### config.mk
export PLATFORM = sky130hd
export DESIGN_NAME = ccfilt_sequencer
export DESIGN_NICKNAME = d
export VERILOG_FILES = /design/src/rtl/ccfilt_sequencer.sv
export SDC_FILE = /design/constraint.sdc
export NUM_CORES = 1
export LEC_CHECK = 0
export ABC_AREA = 1
export BUFFER_PORTS_ARGS = -buffer_cell sky130_fd_sc_hd__buf_2
export CAP_MARGIN = 40
export CORE_UTILIZATION = 30
export CTS_BUF_LIST = sky130_fd_sc_hd__clkbuf_4 sky130_fd_sc_hd__clkbuf_8
export CTS_CLUSTER_SIZE = 24
export DETAILED_ROUTE_END_ITERATION = 8
export HOLD_SLACK_MARGIN = 0.08
export PLACE_DENSITY = 0.46
export SLEW_MARGIN = 25
export SYNTH_ARGS = -nofsm -noshare
export SYNTH_HDL_FRONTEND = slang
export SYNTH_SLANG_ARGS = --single-unit
### constraint.sdc
create_clock -name clk -period 2.34 [get_ports clk]
set_clock_uncertainty 0.15 [all_clocks]
set_input_delay 0.234 -clock clk [delete_from_list [all_inputs] [get_ports clk]]
set_output_delay 0.234 -clock clk [all_outputs]
set_load 0.01 [all_outputs]
### src/rtl/ccfilt_sequencer.sv
// Frame sequencer for the ccfilt decimation datapath: times decimation periods,
// pulses the integrator snapshot and frames the DSR_LEN-word readout.
module ccfilt_sequencer #(
  parameter int DSR_LEN = 12,
  parameter int PW      = 12
) (
  input  logic          clk,
  input  logic          rst_n,
  input  logic          enable,
  input  logic [PW-1:0] period,
  input  logic [3:0]    shift_req,
  input  logic          shift_we,
  input  logic          clr_overrun,
  output logic          sample,
  output logic          sr_val,
  output logic [3:0]    shift,
  output logic          busy,
  output logic          overrun,
  output logic [15:0]   frame_cnt
);

  localparam int WW = $clog2(DSR_LEN + 1);
  localparam logic [PW-1:0] CNT_ONE = PW'(1);
  localparam logic [WW-1:0] WORD_LAST = WW'(DSR_LEN - 1);

  typedef enum logic [2:0] {IDLE, WAIT, SNAP, STREAM, DRAIN} state_t;

  state_t        state, state_nxt;
  logic [PW-1:0] cnt, cnt_step, reload;
  logic [WW-1:0] word, word_nxt;
  logic [3:0]    shadow;
  logic          expire, expire_next, last_word;

  // cnt==0 marks a period boundary; period=0 wraps to 2^PW-1, i.e. 2^PW cycles
  assign reload      = period - CNT_ONE;
  assign expire      = (cnt == '0);
  assign cnt_step    = expire ? reload : cnt - CNT_ONE;
  assign expire_next = (cnt_step == '0);
  assign last_word   = (word == WORD_LAST);

  assign sample = (state == SNAP);
  assign sr_val = (state == STREAM) || (state == DRAIN);
  assign busy   = (state != IDLE);

  always_comb begin
    state_nxt = state;
    word_nxt  = word;
    case (state)
      IDLE: begin
        // a one-cycle period makes the very next cycle a boundary
        if (enable) state_nxt = (reload == '0) ? SNAP : WAIT;
      end
      WAIT: begin
        if (!enable)          state_nxt = IDLE;
        else if (expire_next) state_nxt = SNAP;
      end
      SNAP: begin
        state_nxt = STREAM;
        word_nxt  = '0;
      end
      STREAM, DRAIN: begin
        word_nxt = word + WW'(1);
        if (last_word) begin
          if (!enable)          state_nxt = IDLE;
          else if (expire_next) state_nxt = SNAP;
          else                  state_nxt = WAIT;
        end else if (expire) begin
          state_nxt = DRAIN;
        end
      end
      default: state_nxt = IDLE;
    endcase
  end

  always_ff @(posedge clk or negedge rst_n) begin
    if (!rst_n) begin
      state     <= IDLE;
      cnt       <= '0;
      word      <= '0;
      shadow    <= '0;
      shift     <= '0;
      overrun   <= 1'b0;
      frame_cnt <= '0;
    end else begin
      state <= state_nxt;
      word  <= word_nxt;
      // the period timer free-runs once started, even across a streaming frame
      if (state == IDLE) begin
        if (enable) cnt <= reload;
      end else begin
        cnt <= cnt_step;
      end
      if (shift_we) shadow <= shift_req;
      if (state == SNAP) shift <= shift_we ? shift_req : shadow;
      // an expiry while words are still streaming is dropped and flagged
      if (sr_val && expire)   overrun <= 1'b1;
      else if (clr_overrun)   overrun <= 1'b0;
      if (sr_val && last_word) frame_cnt <= frame_cnt + 16'd1;
    end
  end

endmodule

== Word level (Yosys, flattened, before mapping) ==
Index checks and enable logic that the tools add are counted.

* Output and inout port bits: 24
* Register bits after elaboration: 44
* Word-level logic and storage cells: 47
* Bits in read-only memories: 0
* RAM bits: 0
* Latch bits: 0
* Memories: 0

* Equal/unequal tests: 8
* Add/sub/neg operators: 4
* Shift-type cells: 0
* Multipliers: 0
* $lt $le $gt $ge: 0
* Mux-type cells: 16
* Divide/modulo/power cells: 0
* Reduce and logical (&&, ||, !) cells: 12
* Bitwise logic cells: 0

{| class="wikitable"
|+ Operator list
! cell !! count
|-
| 12-bit zero test || 3
|-
| 12-bit two-way mux || 3
|-
| 12-bit by 1-bit subtractor with 12-bit output, second input constant || 2
|-
| 16-bit by 1-bit adder with 16-bit output, second input constant || 1
|-
| 3-bit two-way mux || 5
|-
| 3-bit case mux with 4 select lines || 1
|-
| 4-bit case mux with 2 select lines || 1
|-
| 3-bit by 2-bit equality test with 1-bit output, second input constant || 2
|-
| 2-bit two-way mux || 3
|-
| 3-bit != test, second input constant || 2
|-
| 4-bit by 1-bit adder with 4-bit output, second input constant || 1
|-
| 4-bit equality test, second input constant || 1
|-
| 4-bit two-way mux || 1
|-
| 2-bit nonzero test || 2
|-
| 3-bit by 1-bit equality test with 1-bit output, second input constant || 1
|-
| 3-bit equality test, second input constant || 1
|-
| 3-bit zero test || 1
|-
| 3-bit AND reduction || 1
|-
| 3-bit nonzero test || 1
|-
| 1-bit logical AND || 2
|-
| 1-bit two-way mux || 2
|-
| 2-bit != test, second input constant || 1
|-
| 2-bit OR reduction || 1
|-
| 1-bit logical OR || 1
|}

== Depth between registers and ports, before layout ==
Gate-level depths: netlist of the first run.

* Depth after elaboration: 7
* Gate-level depth with buffers: 16
* Gate-level depth less buffers: 16

== Worst setup path after synthesis of the first run ==
Ideal clock, no wire load.

* Path kind: flip-flop to flip-flop
* From: register cnt[0]
* To: register state[0]
* Slack: 0.302 ns
* Library setup time: 0.116 ns
* Cell stages (with the launch flop): 17
* Data arrival time: 1.772 ns
* Required time: 2.074 ns
* Path through: dfrtp_1 -> inv_1 -> ha_1 -> nand2_1 -> nor2_4 -> nand2_4 -> buf_6 -> nand2_1 -> nand2_1 -> nor2_1 -> nand3_1 -> nor2_2 -> nand2_2 -> nand2_2 -> nand2_1 -> nand2_1 -> nand2_1

* Longest elaborated chain between the ends: 7
* Elaborated cells between the ends (all ways): 11
* Those cells by class: 1 x add/sub; 2 x eq/ne; 5 x mux; 3 x reduce/logical

{| class="wikitable"
|+ RTL lines
! item !! RTL line !! source
|-
| from (decl) || 29 || <nowiki>logic [PW-1:0] cnt, cnt_step, reload;</nowiki>
|-
| from (signal assigned) || 89 || <nowiki>if (enable) cnt <= reload;</nowiki>
|-
| from (signal assigned) || 91 || <nowiki>cnt <= cnt_step;</nowiki>
|-
| 12-bit by 1-bit subtractor with 12-bit output / 12-bit zero test (equally long branches) || 37, 36 ||
|-
| 12-bit two-way mux || 37 || <nowiki>assign cnt_step = expire ? reload : cnt - CNT_ONE;</nowiki>
|-
| 12-bit zero test || 38 || <nowiki>assign expire_next = (cnt_step == '0);</nowiki>
|-
| 2-bit two-way mux || 65 || <nowiki>else if (expire_next) state_nxt = SNAP;</nowiki>
|-
| 2-bit two-way mux || 64 || <nowiki>if (!enable) state_nxt = IDLE;</nowiki>
|-
| 3-bit two-way mux || 63 || <nowiki>if (last_word) begin</nowiki>
|-
| 3-bit case mux with 4 select lines || 48 || <nowiki>case (state)</nowiki>
|-
| to (signal assigned) || 85 || <nowiki>state <= state_nxt;</nowiki>
|-
| to (decl) || 28 || <nowiki>state_t state, state_nxt;</nowiki>
|}

Several ways; a longest one is shown, not always the timed one.
A chain may end at the register's enable or synchronous reset.

== Worst setup path after layout of the first run ==
* From: register cnt[0]
* To: register state[1]

The elaborated chain is that of the path after synthesis.

==> flow_metrics.env, run 1 <==
export IMPL_run_status="finished, final reports clean"
export IMPL_crit_path_top_delay_cell="sky130_fd_sc_hd__dfrtp_1"
export IMPL_pwr_share_comb_pct=51.3
export IMPL_finalMaxSlewViolations=0
export IMPL_power_w=0.003445
export IMPL_synth_warnings=0
export IMPL_switching_share_pct=44.81
export IMPL_initial_core_util_pct=30.86
export IMPL_cp_required_ns=2.43
export IMPL_floorplan_die_height_um=99.50
export IMPL_final_util_pct=38.77
export IMPL_std_cell_rows=35
export IMPL_hold_crit_path_type="in2reg"
export IMPL_flow_area_growth_from_synthesis_pct=25.63
export IMPL_switchingPower_w=0.001543
export IMPL_ioPinCount=45
export IMPL_gp_congestion=0.8943
export IMPL_floorplan_core_area_mm2=0.009240
export IMPL_grt_remaining_overflow=0
export IMPL_cpLargestDelayFamily="simple AND/OR/NAND/NOR gates"
export IMPL_tritoncts="yes"
export IMPL_die_area_mm2=0.009899
export IMPL_static_leakage_power_nw=1.786
export IMPL_synthDominantCellAreaShare_pct=38.61
export IMPL_drc_errors=0
export IMPL_synthTopCellsByArea="sky130_fd_sc_hd__dfrtp_1, sky130_fd_sc_hd__nand2_1, sky130_fd_sc_hd__nor2_1"
export IMPL_vdd_ir_drop_max_mv=0.2821
export IMPL_groute_layer_met3_usage_pct=2.108
export IMPL_globalRouteMet1Util_pct=23.05
export IMPL_p_int_w=0.001901
export IMPL_cts_path_max_buffers=2
export IMPL_crit_top_cell="sky130_fd_sc_hd__nand2_1"
export IMPL_gr_usage_all_layers_pct=15.87
export IMPL_tightest_slew_ns=0.5897
export IMPL_wirelength_um=7525
export IMPL_critical_path_cell_list="inv_2, ha_1, inv_1, nor2_1, nand3_1, nor2_4, buf_6, nand2_1, nand2_1, nor2_2, nand3_1, nor2_2, nand2_2, nand2_2, nand2_2, nand2_1, nand2_1"
export IMPL_crit_arrival_ns=2.28
export IMPL_syn_avg_cell_area_um2=7.219
export IMPL_met2_demand_to_capacity_share_in_global_routing_pct=25.00
export IMPL_layout_cells_most_common_list="sky130_fd_sc_hd__nand2_1, sky130_fd_sc_hd__buf_2, sky130_fd_sc_hd__dfrtp_1"
export IMPL_cap_violations=0
export IMPL_finalCriticalPeriod_ns=2.196
export IMPL_cts_htree_levels=2
export IMPL_clk_insertion_delay_late_ns=0.30
export IMPL_cp_start_kind="register"
export IMPL_ant_nets=0
export IMPL_ys_ff_latch=44
export IMPL_cts_buffers=5
export IMPL_synth_cell_area_mm2=0.002851
export IMPL_hold_violations=0
export IMPL_synth_net_count=422
export IMPL_placement_io_buffers=44
export IMPL_grt_antenna_before_repair=0
export IMPL_pin_count_of_the_biggest_net_entering_global_routing=45
export IMPL_finalSetupViolCount=0
export IMPL_final_common_cell="sky130_fd_sc_hd__nand2_1"
export IMPL_total_via_count_in_the_routed_design=2764
export IMPL_critPathMaxStageDelay_ns=0.38
export IMPL_filler_cell_count=1004
export IMPL_synth_seq_area_share_pct=38.61
export IMPL_worst_path_max_fanout=7
export IMPL_netlist_instances=395
export IMPL_crit_share_post_route_pct=93.85
export IMPL_post_cts_clock_slew_at_the_launch_and_capture_registers_of_the_worst_setup_and_hold_paths_ns=0.09
export IMPL_fp_dieW_um=99.50
export IMPL_grt_first_pass_wirelength_um=12470
export IMPL_power_share_sequential_pct=33.6
export IMPL_drt_initial_drc_count=128
export IMPL_layout_cells_sized_above_1_pct=23.57
export IMPL_detailedPlacementHpwl_um=5707
export IMPL_slew_headroom_pct=60.69
export IMPL_pwr_density_cell_mw_per_mm2=961.7
export IMPL_antenna_cells_inserted=0
export IMPL_clkSinkCount=44
export IMPL_tritonroute_pass_1_iters=4
export IMPL_number_of_global_route_vias_before_repair=2568
export IMPL_finalNetCount=497
export IMPL_crit_buf_inv=3
export IMPL_setup_worst_path_end_class="register"
export IMPL_drt_vias_per_instance=4.607
export IMPL_synth_cell_type_count=32
export IMPL_p_clk_share_pct=15.2
export IMPL_ctsRootBufferMaster="sky130_fd_sc_hd__clkbuf_8"
export IMPL_timing_fmax_ghz=0.4553
export IMPL_grt_busiest_layer="met2"
export IMPL_rsz0062_at_grt="false"
export IMPL_drt_wirelength_per_cell_um=12.54
export IMPL_synth_largest_area_cell="sky130_fd_sc_hd__dfrtp_1"
export IMPL_finalSetupTns_ns=0
export IMPL_setup_worst_path_class="reg2reg"
==> stage by stage <==
step	instances	area, um2	setup slack [ns]	hold WS (ns)
detailed placement	576	3293	-0.05153	0.2204
CTS	591	3466	0.04493	0.1185
floorplan	395	2851	0.3021	-0.2116
finish	600	3582	0.1438	0.1210
global placement	576	3293	-0.02980	0.2246
global route	600	3582	0.0002638	0.1285
==> final cells by class <==
| cell class | instances | area, um2 | area share, % |
|---|---|---|---|
| multi-input combinational | 310 | 1635 | 45.65 |
| sequential | 44 | 1105 | 30.84 |
| timing repair buffer | 70 | 436.7 | 12.19 |
| tap | 129 | 161.4 | 4.506 |
| inverter | 39 | 146.4 | 4.087 |
| clock buffer | 7 | 90.09 | 2.515 |
| clock inverter | 1 | 7.507 | 0.2096 |
==> synth_stat cells, drive strengths merged <==
master,number
nor3,5
a21oi,4
o211ai,3
dfrtp,44
xnor2,8
o21a,1
nand3,28
a221o,1
ha,6
xor2,10
nand2,151
nor2,54
and2,2
o22ai,2
buf,1
inv,39
o221ai,7
clkbuf,1
nand3b,2
o21ai,12
a22o,1
nand4,6
nor4,1
o21bai,2
mux2,4
==> state kept, by name, summed over array words and instances, names as in the netlist <==
| name | cells |
|---|---|
| word | 4 |
| shadow | 4 |
| overrun | 1 |
| shift | 4 |
| cnt | 12 |
| frame_cnt | 16 |
| state | 3 |
==> layer usage <==
layer,vias to the layer above,part of all wire [%]
li1,1421,-
met1,1276,50
met2,62,44
met3,5,4.3
met4,0,1.0
met5,-,0
==> cell families (layout without fill, tap and decap cells) <==
kind of cell | Yosys count | in the layout | synth area share, %
buffers and inverters | 41 | 117 | 5.660
adder cells (fa/ha/maj) | 6 | 6 | 2.633
flip-flops | 44 | 44 | 38.61
AND/OR/NAND/NOR | 249 | 249 | 38.09
AO/OA/AOI/OAI | 33 | 33 | 7.898
multiplexers | 4 | 4 | 1.580
XOR/XNOR | 18 | 18 | 5.529
==> final timing paths <==
path	start	endpoint	slack, ns	cells past startpoint
worst min-delay path	shift_we	shadow[3]	0.12	2
min in group asynchronous	rst_n	cnt[6]	0.41	3
worst max-delay path	cnt[0]	state[1]	0.14	17
worst max register to register	cnt[0]	state[1]	0.14	17
worst min register to register	frame_cnt[15]	frame_cnt[15]	0.33	1
max in group asynchronous	rst_n	cnt[4]	1.21	3
==> power groups by stage <==
stage | sequential [W] | combinational [W] | clock [W]
after floorplan | 0.00112 | 0.00112 | 0
after global placement | 0.00115 | 0.00162 | 0
after detailed placement | 0.00114 | 0.00161 | 0
after CTS | 0.00113 | 0.00163 | 0.000539
after global routing | 0.00118 | 0.00200 | 0.000566
final | 0.00116 | 0.00177 | 0.000522
==> worst register-to-register path, cell delays in order, from the launching register on <==
cell and delay [ns]:
sky130_fd_sc_hd__dfrtp_1 0.38, sky130_fd_sc_hd__inv_2 0.09, sky130_fd_sc_hd__ha_1 0.17, sky130_fd_sc_hd__inv_1 0.04, sky130_fd_sc_hd__nor2_1 0.11, sky130_fd_sc_hd__nand3_1 0.13
sky130_fd_sc_hd__nor2_4 0.25, sky130_fd_sc_hd__buf_6 0.14, sky130_fd_sc_hd__nand2_1 0.04, sky130_fd_sc_hd__nand2_1 0.09, sky130_fd_sc_hd__nor2_2 0.05, sky130_fd_sc_hd__nand3_1 0.09
sky130_fd_sc_hd__nor2_2 0.05, sky130_fd_sc_hd__nand2_2 0.10, sky130_fd_sc_hd__nand2_2 0.07, sky130_fd_sc_hd__nand2_2 0.08, sky130_fd_sc_hd__nand2_1 0.05, sky130_fd_sc_hd__nand2_1 0.07
==> repair_timing <==
action                     4_1_cts  5_1_grt
setup endpoints to repair        3        3
setup buffers                    0        9
pin swaps                        0        5
hold buffers                     7        0
gates cloned                     0        0
hold endpoints to repair        50        0
resized for setup                1       17
(Power assumes the default switching activity.)
==> run 2, diff against run 1 <==
CORE_UTILIZATION = 49   (was 30)
CTS_CLUSTER_DIAMETER = 200   (was not set)
PLACE_DENSITY = 0.69   (was 0.46)
==> run 2 against run 1 <==
  * Combinational power is essentially flat
  * Critical path depth down 2
  * Highest routed layer unchanged
  * Non-clock buffer count grew 1
  * Clock power is 18% higher
==> flow_metrics.env, run 2 (same netlist as run 1, synthesis figures left out) <==
export IMPL_die_area_mm2=0.006129
export IMPL_finalMaxSlewViolations=0
export IMPL_timing_rr_start="cnt[1]"
export IMPL_crit_top_cell="sky130_fd_sc_hd__nand2_1"
export IMPL_pwr_density_cell_mw_per_mm2=992.5
export IMPL_hold_violations=0
export IMPL_p_clk_share_pct=17.4
export IMPL_crit_share_post_route_pct=94.84
export IMPL_detailedPlacementHpwl_um=5059
export IMPL_worst_path_max_fanout=8
export IMPL_critical_path_cell_list="inv_2, ha_4, nand2_1, nor2_4, nand2_4, buf_4, o21ai_0, nor2_1, nand2_1, nor2_2, nand2_2, nand2_2, nand2_2, nand2_1, nand2_1"
export IMPL_p_int_w=0.001963
export IMPL_grt_remaining_overflow=0
export IMPL_cpLargestDelayFamily="simple AND/OR/NAND/NOR gates"
export IMPL_setup_worst_path_end_class="register"
export IMPL_gp_congestion=0.9525
export IMPL_antenna_cells_inserted=0
export IMPL_layout_cells_most_common_list="sky130_fd_sc_hd__nand2_1, sky130_fd_sc_hd__buf_2, sky130_fd_sc_hd__dfrtp_1"
export IMPL_power_share_sequential_pct=32.4
export IMPL_number_of_global_route_vias_before_repair=2490
export IMPL_drt_vias_per_instance=5.070
export IMPL_drc_errors=0
export IMPL_drt_wirelength_per_cell_um=12.96
export IMPL_grt_busiest_layer="met2"
export IMPL_met2_demand_to_capacity_share_in_global_routing_pct=35.88
export IMPL_total_via_count_in_the_routed_design=2758
export IMPL_cts_buffers=5
export IMPL_largest_register_ffs=16
export IMPL_hold_start="shift_we"
export IMPL_biggestRegsByFlops="frame_cnt (16), cnt (12)"
export IMPL_placed_cells_incl_taps=518
export IMPL_finalNetCount=498
export IMPL_cp_start_kind="register"
export IMPL_ant_nets=0
export IMPL_reg2reg_slack_ns=0.12
export IMPL_clkSinkCount=44
export IMPL_finalSetupTns_ns=0
export IMPL_wirelength_um=7048
export IMPL_cts_path_max_buffers=2
export IMPL_groute_layer_met3_usage_pct=4.302
export IMPL_cts_htree_levels=2
export IMPL_tritoncts="yes"
export IMPL_pin_count_of_the_biggest_net_entering_global_routing=45
export IMPL_std_cell_rows=27
export IMPL_finalCriticalPeriod_ns=2.219
export IMPL_final_common_cell="sky130_fd_sc_hd__nand2_1"
export IMPL_tightest_slew_ns=0.5735
export IMPL_switching_share_pct=44.45
export IMPL_ctsRootBufferMaster="sky130_fd_sc_hd__clkbuf_8"
export IMPL_placement_io_buffers=44
export IMPL_hold_worst_slack_ns=0.1053
export IMPL_crit_path_top_delay_cell="sky130_fd_sc_hd__dfrtp_1"
export IMPL_cp_startpoint="cnt[1]"
export IMPL_hold_crit_path_type="in2reg"
export IMPL_globalRouteMet1Util_pct=34.20
export IMPL_clk_insertion_delay_late_ns=0.30
export IMPL_cap_violations=0
export IMPL_setup_worst_path_class="reg2reg"
export IMPL_floorplan_core_area_mm2=0.005574
export IMPL_stdcell_count=544
export IMPL_crit_buf_inv=2
export IMPL_tritonroute_pass_1_iters=5
export IMPL_register_containing_the_most_flip_flops_in_the_final_layout="frame_cnt"
export IMPL_initial_core_util_pct=51.16
export IMPL_timing_fmax_ghz=0.4506
export IMPL_crit_arrival_ns=2.32
export IMPL_fp_dieW_um=78.29
export IMPL_vdd_ir_drop_max_mv=0.4881
export IMPL_run_status="finished, final reports clean"
export IMPL_switchingPower_w=0.001571
export IMPL_floorplan_die_height_um=78.29
export IMPL_flow_area_growth_from_synthesis_pct=24.88
export IMPL_static_leakage_power_nw=1.808
export IMPL_layout_cells_sized_above_1_pct=25.00
export IMPL_filler_cell_count=482
export IMPL_ioPinCount=45
export IMPL_post_cts_clock_slew_at_the_launch_and_capture_registers_of_the_worst_setup_and_hold_paths_ns=0.09
export IMPL_grt_first_pass_wirelength_um=11410
export IMPL_slew_headroom_pct=61.77
export IMPL_critPathMaxStageDelay_ns=0.41
export IMPL_grt_antenna_before_repair=0
export IMPL_finalSetupViolCount=0
export IMPL_ff_latch_area_mm2=0.001106
export IMPL_cp_required_ns=2.44
export IMPL_gr_usage_all_layers_pct=23.55
export IMPL_drt_initial_drc_count=226
export IMPL_multiInputGateArea_mm2=0.001659
export IMPL_pwr_share_comb_pct=50.2
run 2: power groups by stage:
stage          combinational (W)  clock [W]  sequential [W]
2_1_floorplan            0.00112          0         0.00112
3_3_place_gp             0.00153          0         0.00113
3_5_place_dp             0.00156          0         0.00114
4_1_cts                  0.00158   0.000622         0.00112
5_1_grt                  0.00198   0.000651         0.00117
6_report                 0.00177   0.000614         0.00115
run 2: final cells by class:
| cell class | count | area share (%) |
|---|---|---|
| Clock inverter | 3 | 1.300 |
| Multi-Input combinational cell | 310 | 46.59 |
| Timing Repair Buffer | 71 | 12.47 |
| Sequential cell | 44 | 31.06 |
| Clock buffer | 5 | 1.933 |
| Tap cell | 72 | 2.530 |
| Inverter | 39 | 4.111 |
run 2: routing by layer:
layer	wire (um)	up-vias
met2	3151	91
met3	417	8
met1	3383	1243
li1	-	1416
met4	96	0
met5	0	-
run 2: worst paths after layout:
check | endpoint | cells past startpoint
worst max-delay path | state[2] | 15
worst min-delay path | shadow[3] | 2
worst max register to register | state[2] | 15
worst min register to register | shift[2] | 2
max in group asynchronous | cnt[3] | 3
min in group asynchronous | cnt[0] | 3
run 2: through the flow:
step	total power [W]	utilization, %	area [um2]	setup slack [ns]
2_1_floorplan	0.002240	-	2851	0.3021
3_3_place_gp	0.002661	57.67	3214	0.05358
3_5_place_dp	0.002697	57.67	3214	-0.01494
4_1_cts	0.003321	61.08	3405	0.04937
5_1_grt	0.003798	63.88	3561	-0.03517
6_report	0.003534	63.88	3561	0.1207
run 2: what timing repair did:
| item | CTS | global route |
|---|---|---|
| cloned | 0 | 0 |
| endpoints found under the hold margin | 50 | 0 |
| pin swaps | 0 | 16 |
| resized for setup | 1 | 25 |
| endpoints found under the setup margin | 3 | 3 |
| hold buffers | 7 | 0 |
| setup buffers | 0 | 11 |
==> run 3, diff against run 2 <==
ABC_CLOCK_PERIOD_IN_PS = 2340   (was not set)
CORE_UTILIZATION = 50   (was 49)
PLACE_DENSITY = 0.7   (was 0.69)
==> run 3 against run 2 <==
  * Power shrank 0.35%
  * Global-route usage increased by 0.74 points
  * Combinational power about the same
  * Die area down 1.9%
  * Sequential cell count unchanged
  * Utilization grew 0.53 points
  * Routed wire length grew 2.1%
  * Fmax up 0.66%
==> flow_metrics.env, run 3 (same netlist as run 1, synthesis figures left out) <==
export IMPL_wirelength_um=7196
export IMPL_hold_violations=0
export IMPL_cts_htree_levels=2
export IMPL_cts_path_max_buffers=2
export IMPL_slew_headroom_pct=61.55
export IMPL_number_of_global_route_vias_before_repair=2537
export IMPL_finalCriticalPeriod_ns=2.205
export IMPL_gr_usage_all_layers_pct=24.29
export IMPL_cp_required_ns=2.39
export IMPL_run_status="finished, final reports clean"
export IMPL_biggestRegsByFlops="frame_cnt (16), cnt (12)"
export IMPL_post_cts_clock_slew_at_the_launch_and_capture_registers_of_the_worst_setup_and_hold_paths_ns=0.09
export IMPL_ff_latch_area_mm2=0.001102
export IMPL_total_via_count_in_the_routed_design=2853
export IMPL_pwr_density_cell_mw_per_mm2=992.9
export IMPL_antenna_cells_inserted=0
export IMPL_initial_core_util_pct=51.78
export IMPL_crit_arrival_ns=2.26
export IMPL_finalNetCount=500
export IMPL_ctsRootBufferMaster="sky130_fd_sc_hd__clkbuf_8"
export IMPL_drc_errors=0
export IMPL_gp_congestion=0.9182
export IMPL_drt_initial_drc_count=215
export IMPL_tritoncts="yes"
export IMPL_multiInputGateArea_mm2=0.001633
export IMPL_cts_buffers=5
export IMPL_finalMaxSlewViolations=0
export IMPL_setup_worst_path_class="reg2reg"
export IMPL_ant_nets=0
export IMPL_vdd_ir_drop_max_mv=0.3787
export IMPL_worst_path_max_fanout=7
export IMPL_clk_insertion_delay_late_ns=0.30
export IMPL_fp_dieW_um=77.52
export IMPL_placement_io_buffers=44
export IMPL_layout_cells_most_common_list="sky130_fd_sc_hd__nand2_1, sky130_fd_sc_hd__buf_2, sky130_fd_sc_hd__dfrtp_1"
export IMPL_filler_cell_count=470
export IMPL_drt_vias_per_instance=5.225
export IMPL_detailedPlacementHpwl_um=5014
export IMPL_pin_count_of_the_biggest_net_entering_global_routing=45
export IMPL_layout_cells_sized_above_1_pct=23.63
export IMPL_setup_worst_path_end_class="register"
export IMPL_largest_register_ffs=16
export IMPL_std_cell_rows=27
export IMPL_tightest_slew_ns=0.5767
export IMPL_grt_remaining_overflow=0
export IMPL_timing_fmax_ghz=0.4536
export IMPL_cap_violations=0
export IMPL_flow_area_growth_from_synthesis_pct=24.40
export IMPL_final_common_cell="sky130_fd_sc_hd__nand2_1"
export IMPL_crit_share_post_route_pct=94.22
export IMPL_floorplan_core_area_mm2=0.005507
export IMPL_drt_wirelength_per_cell_um=13.18
export IMPL_floorplan_die_height_um=77.52
export IMPL_setup_ws_ns=0.1352
export IMPL_register_containing_the_most_flip_flops_in_the_final_layout="frame_cnt"
export IMPL_cp_start_kind="register"
export IMPL_hold_worst_slack_ns=0.09938
export IMPL_post_place_worst_slack_ns=-0.04201
export IMPL_tritonroute_pass_1_iters=5
export IMPL_clkSinkCount=44
export IMPL_hold_crit_path_type="in2reg"
export IMPL_static_leakage_power_nw=1.814
export IMPL_grt_first_pass_wirelength_um=11660
export IMPL_ioPinCount=45
export IMPL_die_area_mm2=0.006009
export IMPL_finalSetupViolCount=0
export IMPL_grt_antenna_before_repair=0
[run 3: cell types whose count changed in the layout (fill, tap and decap cells not counted)]
cell and delta:
sky130_fd_sc_hd__dfrtp_1 +3, sky130_fd_sc_hd__dfrtp_2 -3, sky130_fd_sc_hd__nand3_1 +3, sky130_fd_sc_hd__nand3_2 -3, sky130_fd_sc_hd__ha_2 +2, sky130_fd_sc_hd__ha_4 -2, sky130_fd_sc_hd__buf_12 +1, sky130_fd_sc_hd__buf_4 +1
sky130_fd_sc_hd__buf_6 -1, sky130_fd_sc_hd__inv_1 +1, sky130_fd_sc_hd__inv_2 -1, sky130_fd_sc_hd__nand2_1 +1, sky130_fd_sc_hd__nor2_2 -1, sky130_fd_sc_hd__nor2_4 +1
[run 3: path summary, 6_finish.rpt]
path	to	slack [ns]	from	cells past startpoint
worst max-delay path	state[0]	0.14	cnt[0]	15
worst min-delay path	shadow[1]	0.1	shift_we	2
worst max register to register	state[0]	0.14	cnt[0]	15
worst min register to register	shift[0]	0.33	shift[0]	2
max in group asynchronous	cnt[2]	1.25	rst_n	3
min in group asynchronous	cnt[5]	0.37	rst_n	3
[run 3: power breakdown]
group	switching (W)	internal (W)	leakage [nW]	total, W
Combinational	0.00109	0.000673	1.19	0.00176
Clock	0.000293	0.000322	0.0548	0.000615
Sequential	0.000191	0.000954	0.572	0.00114
Total	0.00157	0.00195	1.81	0.00352
[run 3: metal layers]
metal  wire, um  GRT usage (%)  vias up
li1           -              -     1435
met1       3392          35.32     1286
met2       3112          36.46      114
met3        551          4.588       18
met4        140          7.358        0
met5          0              0        -
[run 3: repair_timing]
action / 4_1_cts / 5_1_grt
hold buffers: 7 / 0
endpoints found under the hold margin: 50 / 0
buffers inserted: 0 / 15
pin swaps: 0 / 7
gates cloned: 0 / 1
endpoints found under the setup margin: 3 / 3
resized for setup: 1 / 15
[run 3: final cells by class]
class | instances | share of cell area (%)
Clock inverter | 3 | 1.305
Tap cell | 72 | 2.540
Timing Repair Buffer | 72 | 12.98
Sequential cell | 44 | 31.08
Multi-Input combinational cell | 311 | 46.03
Inverter | 39 | 4.127
Clock buffer | 5 | 1.940
[run 3: worst max-delay path: stages, from the launching register on]
cell                      delay [ns]
sky130_fd_sc_hd__dfrtp_1        0.38
sky130_fd_sc_hd__inv_2          0.11
sky130_fd_sc_hd__ha_2           0.19
sky130_fd_sc_hd__nand2_1        0.09
sky130_fd_sc_hd__nor2_4         0.18
sky130_fd_sc_hd__nand2_4        0.11
sky130_fd_sc_hd__nand2_1        0.08
sky130_fd_sc_hd__nand2_1        0.07
sky130_fd_sc_hd__nor2_1         0.13
sky130_fd_sc_hd__nand3_1        0.12
sky130_fd_sc_hd__nor2_2         0.15
sky130_fd_sc_hd__nand2_2        0.09
sky130_fd_sc_hd__nand2_2        0.07
sky130_fd_sc_hd__nand2_2        0.06
sky130_fd_sc_hd__nand2_1        0.07
sky130_fd_sc_hd__nand2_1        0.05
[run 3: through the flow]
step | std cells | TNS (ns) | total power [W] | utilization (%) | instance area [um2]
global route | 546 | -0.01488 | 0.003788 | 64.42 | 3547
CTS | 530 | 0 | 0.003314 | 61.42 | 3382
detailed placement | 515 | -0.1232 | 0.002686 | 57.96 | 3192
finish | 546 | 0 | 0.003522 | 64.42 | 3547
global placement | 515 | 0 | 0.002661 | 57.96 | 3192
floorplan | 395 | 0 | 0.002240 | - | 2851
